## src/rtl/shift_pkg.sv

```systemverilog
// Shared opcode encoding and width defaults for the execute-stage shift wrapper.
// No logic of its own; latency and backpressure belong to the modules using it.
// Only opcodes ROL..SRA are legal; is_legal_op screens the other three encodings.
package shift_pkg;

   localparam int DEF_DATA_W = 16;
   localparam int DEF_CNT_W  = 4;
   localparam int DEF_TAG_W  = 3;

   typedef enum logic [2:0] {
      OP_ROL = 3'b000,
      OP_SLL = 3'b001,
      OP_ROR = 3'b010,
      OP_SRL = 3'b011,
      OP_SRA = 3'b100
   } shift_op_t;

   function automatic logic is_legal_op(input logic [2:0] op);
      return op <= 3'(OP_SRA);
   endfunction

endpackage

```

## src/rtl/shift_pipe_reg.sv

```systemverilog
// One-entry valid/data register slice used for both pipeline stages.
// Latency: one cycle from load_i to vld_o/dat_o.
// Backpressure: the caller decides load/clear; flush wins over both, load wins over clear.
module shift_pipe_reg #(
   parameter int W = 8
) (
   input  logic         clk,
   input  logic         rst_n,
   input  logic         flush_i,
   input  logic         load_i,
   input  logic         clear_i,
   input  logic [W-1:0] dat_i,
   output logic         vld_o,
   output logic [W-1:0] dat_o
);

   logic         vld_d, vld_q;
   logic [W-1:0] dat_d, dat_q;

   // Next state: flush squashes, a load refills (even if draining), a clear empties.
   always_comb begin
      vld_d = vld_q;
      dat_d = dat_q;
      if (flush_i) begin
         vld_d = 1'b0;
      end else if (load_i) begin
         vld_d = 1'b1;
         dat_d = dat_i;
      end else if (clear_i) begin
         vld_d = 1'b0;
      end
   end

   // State register; data only moves on a load so it stays stable while stalled.
   always_ff @(posedge clk or negedge rst_n) begin
      if (!rst_n) begin
         vld_q <= 1'b0;
         dat_q <= '0;
      end else begin
         vld_q <= vld_d;
         dat_q <= dat_d;
      end
   end

   assign vld_o = vld_q;
   assign dat_o = dat_q;

endmodule

```

## src/rtl/shift_ex_stage.sv

```systemverilog
// Two-entry issue/capture stage around the external combinational 16-bit shifter.
// Latency: op accepted at edge N appears on out_valid/out_data after edge N+1.
// Backpressure: in_ready drops only when both stages are full and out_ready is low, or on flush.
module shift_ex_stage #(
   parameter int DATA_W = shift_pkg::DEF_DATA_W,
   parameter int CNT_W  = shift_pkg::DEF_CNT_W,
   parameter int TAG_W  = shift_pkg::DEF_TAG_W
) (
   input  logic              clk,
   input  logic              rst_n,
   input  logic              in_valid,
   output logic              in_ready,
   input  logic [2:0]        in_op,
   input  logic [DATA_W-1:0] in_data,
   input  logic              in_use_imm,
   input  logic [CNT_W-1:0]  in_imm,
   input  logic [DATA_W-1:0] in_rt,
   input  logic [TAG_W-1:0]  in_tag,
   input  logic              flush,
   output logic [DATA_W-1:0] shf_in,
   output logic [CNT_W-1:0]  shf_cnt,
   output logic [2:0]        shf_op,
   input  logic [DATA_W-1:0] shf_result,
   output logic              out_valid,
   input  logic              out_ready,
   output logic [DATA_W-1:0] out_data,
   output logic [TAG_W-1:0]  out_tag,
   output logic              illegal_op
);

   import shift_pkg::*;

   localparam int A_W = DATA_W + CNT_W + 3 + TAG_W;
   localparam int B_W = DATA_W + TAG_W;

   logic             accept, b_load, b_pop;
   logic             a_vld, b_vld, op_legal;
   logic [CNT_W-1:0] cnt_sel;
   logic [2:0]       op_sel;
   logic [A_W-1:0]   a_dat_in, a_dat;
   logic [B_W-1:0]   b_dat_in, b_dat;
   logic             illegal_d, illegal_q;
   logic             unused_rt_hi;

   // Only the low count bits of the register operand matter.
   assign unused_rt_hi = ^in_rt[DATA_W-1:CNT_W];

   assign op_legal = is_legal_op(in_op);

   // Pick the count at accept; an illegal op becomes a zero-count SLL so its data passes through.
   always_comb begin
      cnt_sel = in_use_imm ? in_imm : in_rt[CNT_W-1:0];
      op_sel  = in_op;
      if (!op_legal) begin
         op_sel  = 3'(OP_SLL);
         cnt_sel = '0;
      end
   end

   // B takes A whenever B is empty or being drained; A refills in the same edge.
   assign b_load   = a_vld && (!b_vld || out_ready);
   assign b_pop    = b_vld && out_ready;
   assign in_ready = !flush && (!a_vld || b_load);
   assign accept   = in_valid && in_ready;

   assign a_dat_in = {in_data, cnt_sel, op_sel, in_tag};
   assign b_dat_in = {shf_result, a_dat[TAG_W-1:0]};

   shift_pipe_reg #(.W(A_W)) u_stage_a (
      .clk     (clk),
      .rst_n   (rst_n),
      .flush_i (flush),
      .load_i  (accept),
      .clear_i (b_load),
      .dat_i   (a_dat_in),
      .vld_o   (a_vld),
      .dat_o   (a_dat)
   );

   shift_pipe_reg #(.W(B_W)) u_stage_b (
      .clk     (clk),
      .rst_n   (rst_n),
      .flush_i (flush),
      .load_i  (b_load),
      .clear_i (b_pop),
      .dat_i   (b_dat_in),
      .vld_o   (b_vld),
      .dat_o   (b_dat)
   );

   // The shifter always sees stage A, valid or not; B only samples it on b_load.
   assign {shf_in, shf_cnt, shf_op} = a_dat[A_W-1:TAG_W];
   assign {out_data, out_tag}       = b_dat;
   assign out_valid                 = b_vld;

   // Sticky illegal-op flag: set by accepting a bad opcode, cleared only by reset.
   always_comb begin
      illegal_d = illegal_q | (accept & ~op_legal);
   end

   // Flag register.
   always_ff @(posedge clk or negedge rst_n) begin
      if (!rst_n) begin
         illegal_q <= 1'b0;
      end else begin
         illegal_q <= illegal_d;
      end
   end

   assign illegal_op = illegal_q;

endmodule

```

## config.mk

```make
export PLATFORM = sky130hd
export DESIGN_NAME = shift_ex_stage
export DESIGN_NICKNAME = d
export VERILOG_FILES = /design/src/rtl/shift_pkg.sv /design/src/rtl/shift_pipe_reg.sv /design/src/rtl/shift_ex_stage.sv
export SDC_FILE = /design/constraint.sdc
export NUM_CORES = 1
export LEC_CHECK = 0
export ABC_AREA = 1
export CAP_MARGIN = 20
export CELL_PAD_IN_SITES_DETAIL_PLACEMENT = 1
export CELL_PAD_IN_SITES_GLOBAL_PLACEMENT = 1
export CORE_MARGIN = 3
export CORE_UTILIZATION = 32
export DETAILED_ROUTE_END_ITERATION = 6
export PLACE_DENSITY_LB_ADDON = 0.1
export SLEW_MARGIN = 10
export SYNTH_ARGS = -nofsm -noshare
export SYNTH_HDL_FRONTEND = slang
export SYNTH_SLANG_ARGS = --single-unit
```

## constraint.sdc

```tcl
create_clock -name clk -period 3.2 [get_ports clk]
set_clock_uncertainty 0.2 [all_clocks]
set_input_delay 0.64 -clock clk [delete_from_list [all_inputs] [get_ports clk]]
set_output_delay 0.64 -clock clk [all_outputs]
set_load 0.02 [all_outputs]
```

; Word-level counts from Yosys, hierarchy flattened
; Index checks and enable logic that the tools add are counted.
[totals]
regBits = 48
wordCells = 32
output_inout_bits = 45
[classes]
order_cmp = 1
n_mux = 9
reduce_logical = 13
n_bitwise = 4
[ops]
columns = op, count
row1 = $mux W4, 2
row2 = $mux W1, 6
row3 = $reduce_bool A3 Y1, 2
row4 = $logic_and A1 B1 Y1, 4
row5 = $reduce_and A2 Y1, 2
row6 = $le A3 B3 Y1 const B, 1
row7 = $logic_not A1 Y1, 3
row8 = $mux W3, 1
row9 = $logic_or A1 B1 Y1, 2
row10 = $not A1 Y1, 2
row11 = $and A1 B1 Y1, 1
row12 = $or A1 B1 Y1, 1

; Logic depth before layout (Yosys ltp)
[depth]
word_depth = 8
depth_mapped = 7

; Modules after synthesis
; A second synthesis with hierarchy kept.
[unflattened]
cells_unflattened = 247
hier_area_um2 = 2182.1
[by_module_without_submodules]
columns = module, n_inst, area_per_inst_um2, cells_each, seq_area_each_um2
row1 = shift_pipe_reg (u_stage_a), 1, 1102.3, 117, 675.6
row2 = shift_pipe_reg (u_stage_b), 1, 882.1, 88, 500.5
row3 = shift_ex_stage, 1, 197.7, 42, 25.0

; Worst setup path after synthesis
; Ideal clock, no wire load.
[synth_path]
kind = input -> output
start = input out_ready
end = output in_ready
setup_slack_ps = 1393
arrival_time_ps = 967
stages = 4
n_path_buf = 0
path_cell_list = inv_1 -> nand3_2 -> nand2_1 -> inv_1
[synth_between]
elab_chain_cells = 4
[synth_lines]
columns = element, line
row1 = start: declaration, shift_ex_stage.sv:25  ; input logic out_ready,
row2 = $logic_or A1 B1 Y1, shift_ex_stage.sv:61  ; assign b_load = a_vld && (!b_vld || out_ready);
row3 = $logic_and A1 B1 Y1, shift_ex_stage.sv:61
row4 = $logic_or A1 B1 Y1, shift_ex_stage.sv:63  ; assign in_ready = !flush && (!a_vld || b_load);
row5 = $logic_and A1 B1 Y1, shift_ex_stage.sv:63
row6 = end: declaration, shift_ex_stage.sv:12  ; output logic in_ready,
; Every way passes these cells.

; Worst setup path in the final report
; Same ends and word-level chain as after synthesis.

==> flow_summary_export.csv <==
group,metric,value,unit
run_status,status,"completed",
sta,fin_setup_tns,0,ps
worst_setup_path,crit_type,"in2out",
cts,cts_root_buf,"clkbuf_8",
drt,totalWireLength,4.77,mm
sta,fin_crit,2800,ps
sta,post-route-period-util,87.4,%
cts,htreeDepth,2,
cts,insertion_delay,290,ps
sta,hold_viol,0,
drt,post_drt_wl_per_cell,11.5,um
floorplanning,io_pins,109,
worst_setup_path,critPathMaxFanout,2,
yosys,synth_area,2320,um^2
global_route,grt_pass1_vias,1672,
yosys,syn_avg_cell_area,9.55,um^2
layout,n_antenna_cell,0,
global_route,grt-ovfl-total,0,
cts,cts_buffers,5,
placed_design,io_buffer_count,96,
drt,via_count,1732,
layout,final_area,3270,um^2
global_route,grt_max_degree,39,
floorplanning,initial_core_util,33.6,%
placed_design,place_hpwl,3.63,mm
floorplanning,fp-row-count,30,
global_route,grt_use_total,11.9,%
yosys,synth_warnings,0,
floorplanning,die_y,91.2,um
pwr,p_per_area,520,nW/um^2
pwr,total_leakage_power,0.00156,uW
worst_setup_path,start_kind,"primary input",
drt,vias_per_cell,4.18,
cts,path_clk_slew,90,ps
yosys,syn_inst,243,
worst_setup_path,endpoint_kind,"output port",
layout,mostFrequentLayoutCells,"clkdlybuf4s50_1, nand2_1, dfrtp_1",
worst_setup_path,crit_required,2360,ps
sta,maxSlewHeadroom,48.1,%
job,maxCapViolations,0,
cts,clock_path_buffers,2,
hold_path,min_path_type,"in2async",
drt,final_antenna_net_count,0,
pwr,ir_drop,272,uV
floorplanning,die_w,91.2,um
pwr,power.switching,507,uW
pwr,switching_share,29.8,%
drt,drc,0,
yosys,yosysSeqAreaShare,51.8,%
sta,tightest_slew,778,ps
floorplanning,dieArea,8310,um^2
sta,fmaxAchievable,358,MHz
pwr,combPwrFrac,30.6,%
layout,final_nets,381,
cts,ctsHoldBuffers,0,
global_route,antenna_found_initial,0,
yosys,synth_fp_nets,307,
cts,cts_resized,0,
sta,slew_violations,0,
yosys,yosysUniqueCellTypes,18,
worst_setup_path,worst-endpoint-arrival,1960,ps
global_route,grt_pass1_wl,8.04,mm
drt,first_iter_violations,76,
pwr,pwr-share-clk,25.5,%
sta,setup_viol,0,
yosys,ys_ff_latch,48,
layout,final_common_cell,"clkdlybuf4s50_1",
placed_design,place.gp.congestion,0.655,
pwr,internal-power,1190,uW
sta,rsz0062_at_grt,"false",
floorplanning,core_area,6910,um^2
cts,tritoncts,"yes",
cts,cts.sinks,48,
layout,drive_gt1_share,16.7,%
worst_setup_path,r2r_cells,3,
pwr,power_frac_seq,43.8,%
placed_design,place_area,3160,um^2
drt,first_pass_iters,4,
cts,post_cts_buffers,0,
layout,area_growth,40.8,%
state kept, by name, indices dropped and copies added, names as in the netlist:
signal,count
illegal_op,1
u_stage_a.dat_o,26
u_stage_a.vld_o,1
u_stage_b.vld_o,1
u_stage_b.dat_o,19
final cells by class:
class | instances | area [um^2]
clock buffer | 5 | 68.8
clock inverter | 3 | 42.5
fill | 814 | 3640
inverter | 44 | 165
multi-input combinational | 119 | 678
sequential | 48 | 1200
tap | 96 | 120
timing repair buffer | 99 | 991
worst max-delay path, stage by stage:
cell	delay, ps
clkdlybuf4s50_1	460
inv_1	70
nand3_2	90
nand2_1	60
inv_1	50
clkdlybuf4s50_1	600
Yosys cell counts (all sizes together):
library cell,instances,area share [%]
clkbuf,1,0.22
o21bai,1,0.32
nand3,3,1.6
o31ai,1,0.32
o21ai,46,16
inv,44,7.1
a21oi,2,0.43
dfrtp,48,52
nor2,1,0.16
buf,31,12
nand2,65,11
worst paths after layout:
kind | start | to | slack (ps)
max in group asynchronous | rst_n | u_stage_a.dat_o[19] | 2400
min | rst_n | u_stage_a.dat_o[13] | 120
min reg2reg | u_stage_a.dat_o[18] | u_stage_a.dat_o[18] | 280
min in group clk | u_stage_a.dat_o[18] | u_stage_a.dat_o[18] | 280
max | out_ready | in_ready | 400
max reg2reg | u_stage_b.vld_o | u_stage_b.dat_o[2] | 1360
logic make-up (layout without fill, tap and decap cells):
family                 Yosys count  after routing  synth area share [%]
AO/OA/AOI/OAI                   50             50                  16.8
buffers and inverters           76            151                  19.0
flip-flops                      48             48                  51.8
AND/OR/NAND/NOR                 69             69                  12.4
layer usage:
layer / wire [um] / track usage (%) / vias up
li1: - / - / 859
met1: 2100 / 14.9 / 814
met2: 2240 / 19.0 / 54
met3: 372 / 4.56 / 5
met4: 54 / 3.77 / 0
met5: 0 / 0 / -
stage by stage:
| step | setup slack [ps] | util [%] | total power, uW | hold slack [ps] | instances |
|---|---|---|---|---|---|
| final | 404 | 47.3 | 1700 | 123 | 414 |
| after global routing | 335 | 47.3 | 1800 | 136 | 414 |
| after CTS | 380 | 47.3 | 1730 | 131 | 414 |
| after detailed placement | 383 | 45.7 | 1290 | 268 | 406 |
| after global placement | 397 | 45.7 | 1280 | 260 | 406 |
| after floorplan | 1390 | - | 1060 | 144 | 243 |
power by group through the flow:
stage	Sequential [uW]	Clock (uW)	Combinational [uW]
floorplan	811	0	254
finish	744	433	520
detailed placement	756	0	531
CTS	746	457	532
global route	758	481	564
global placement	753	0	524
Power figures use the tool's default switching activity.
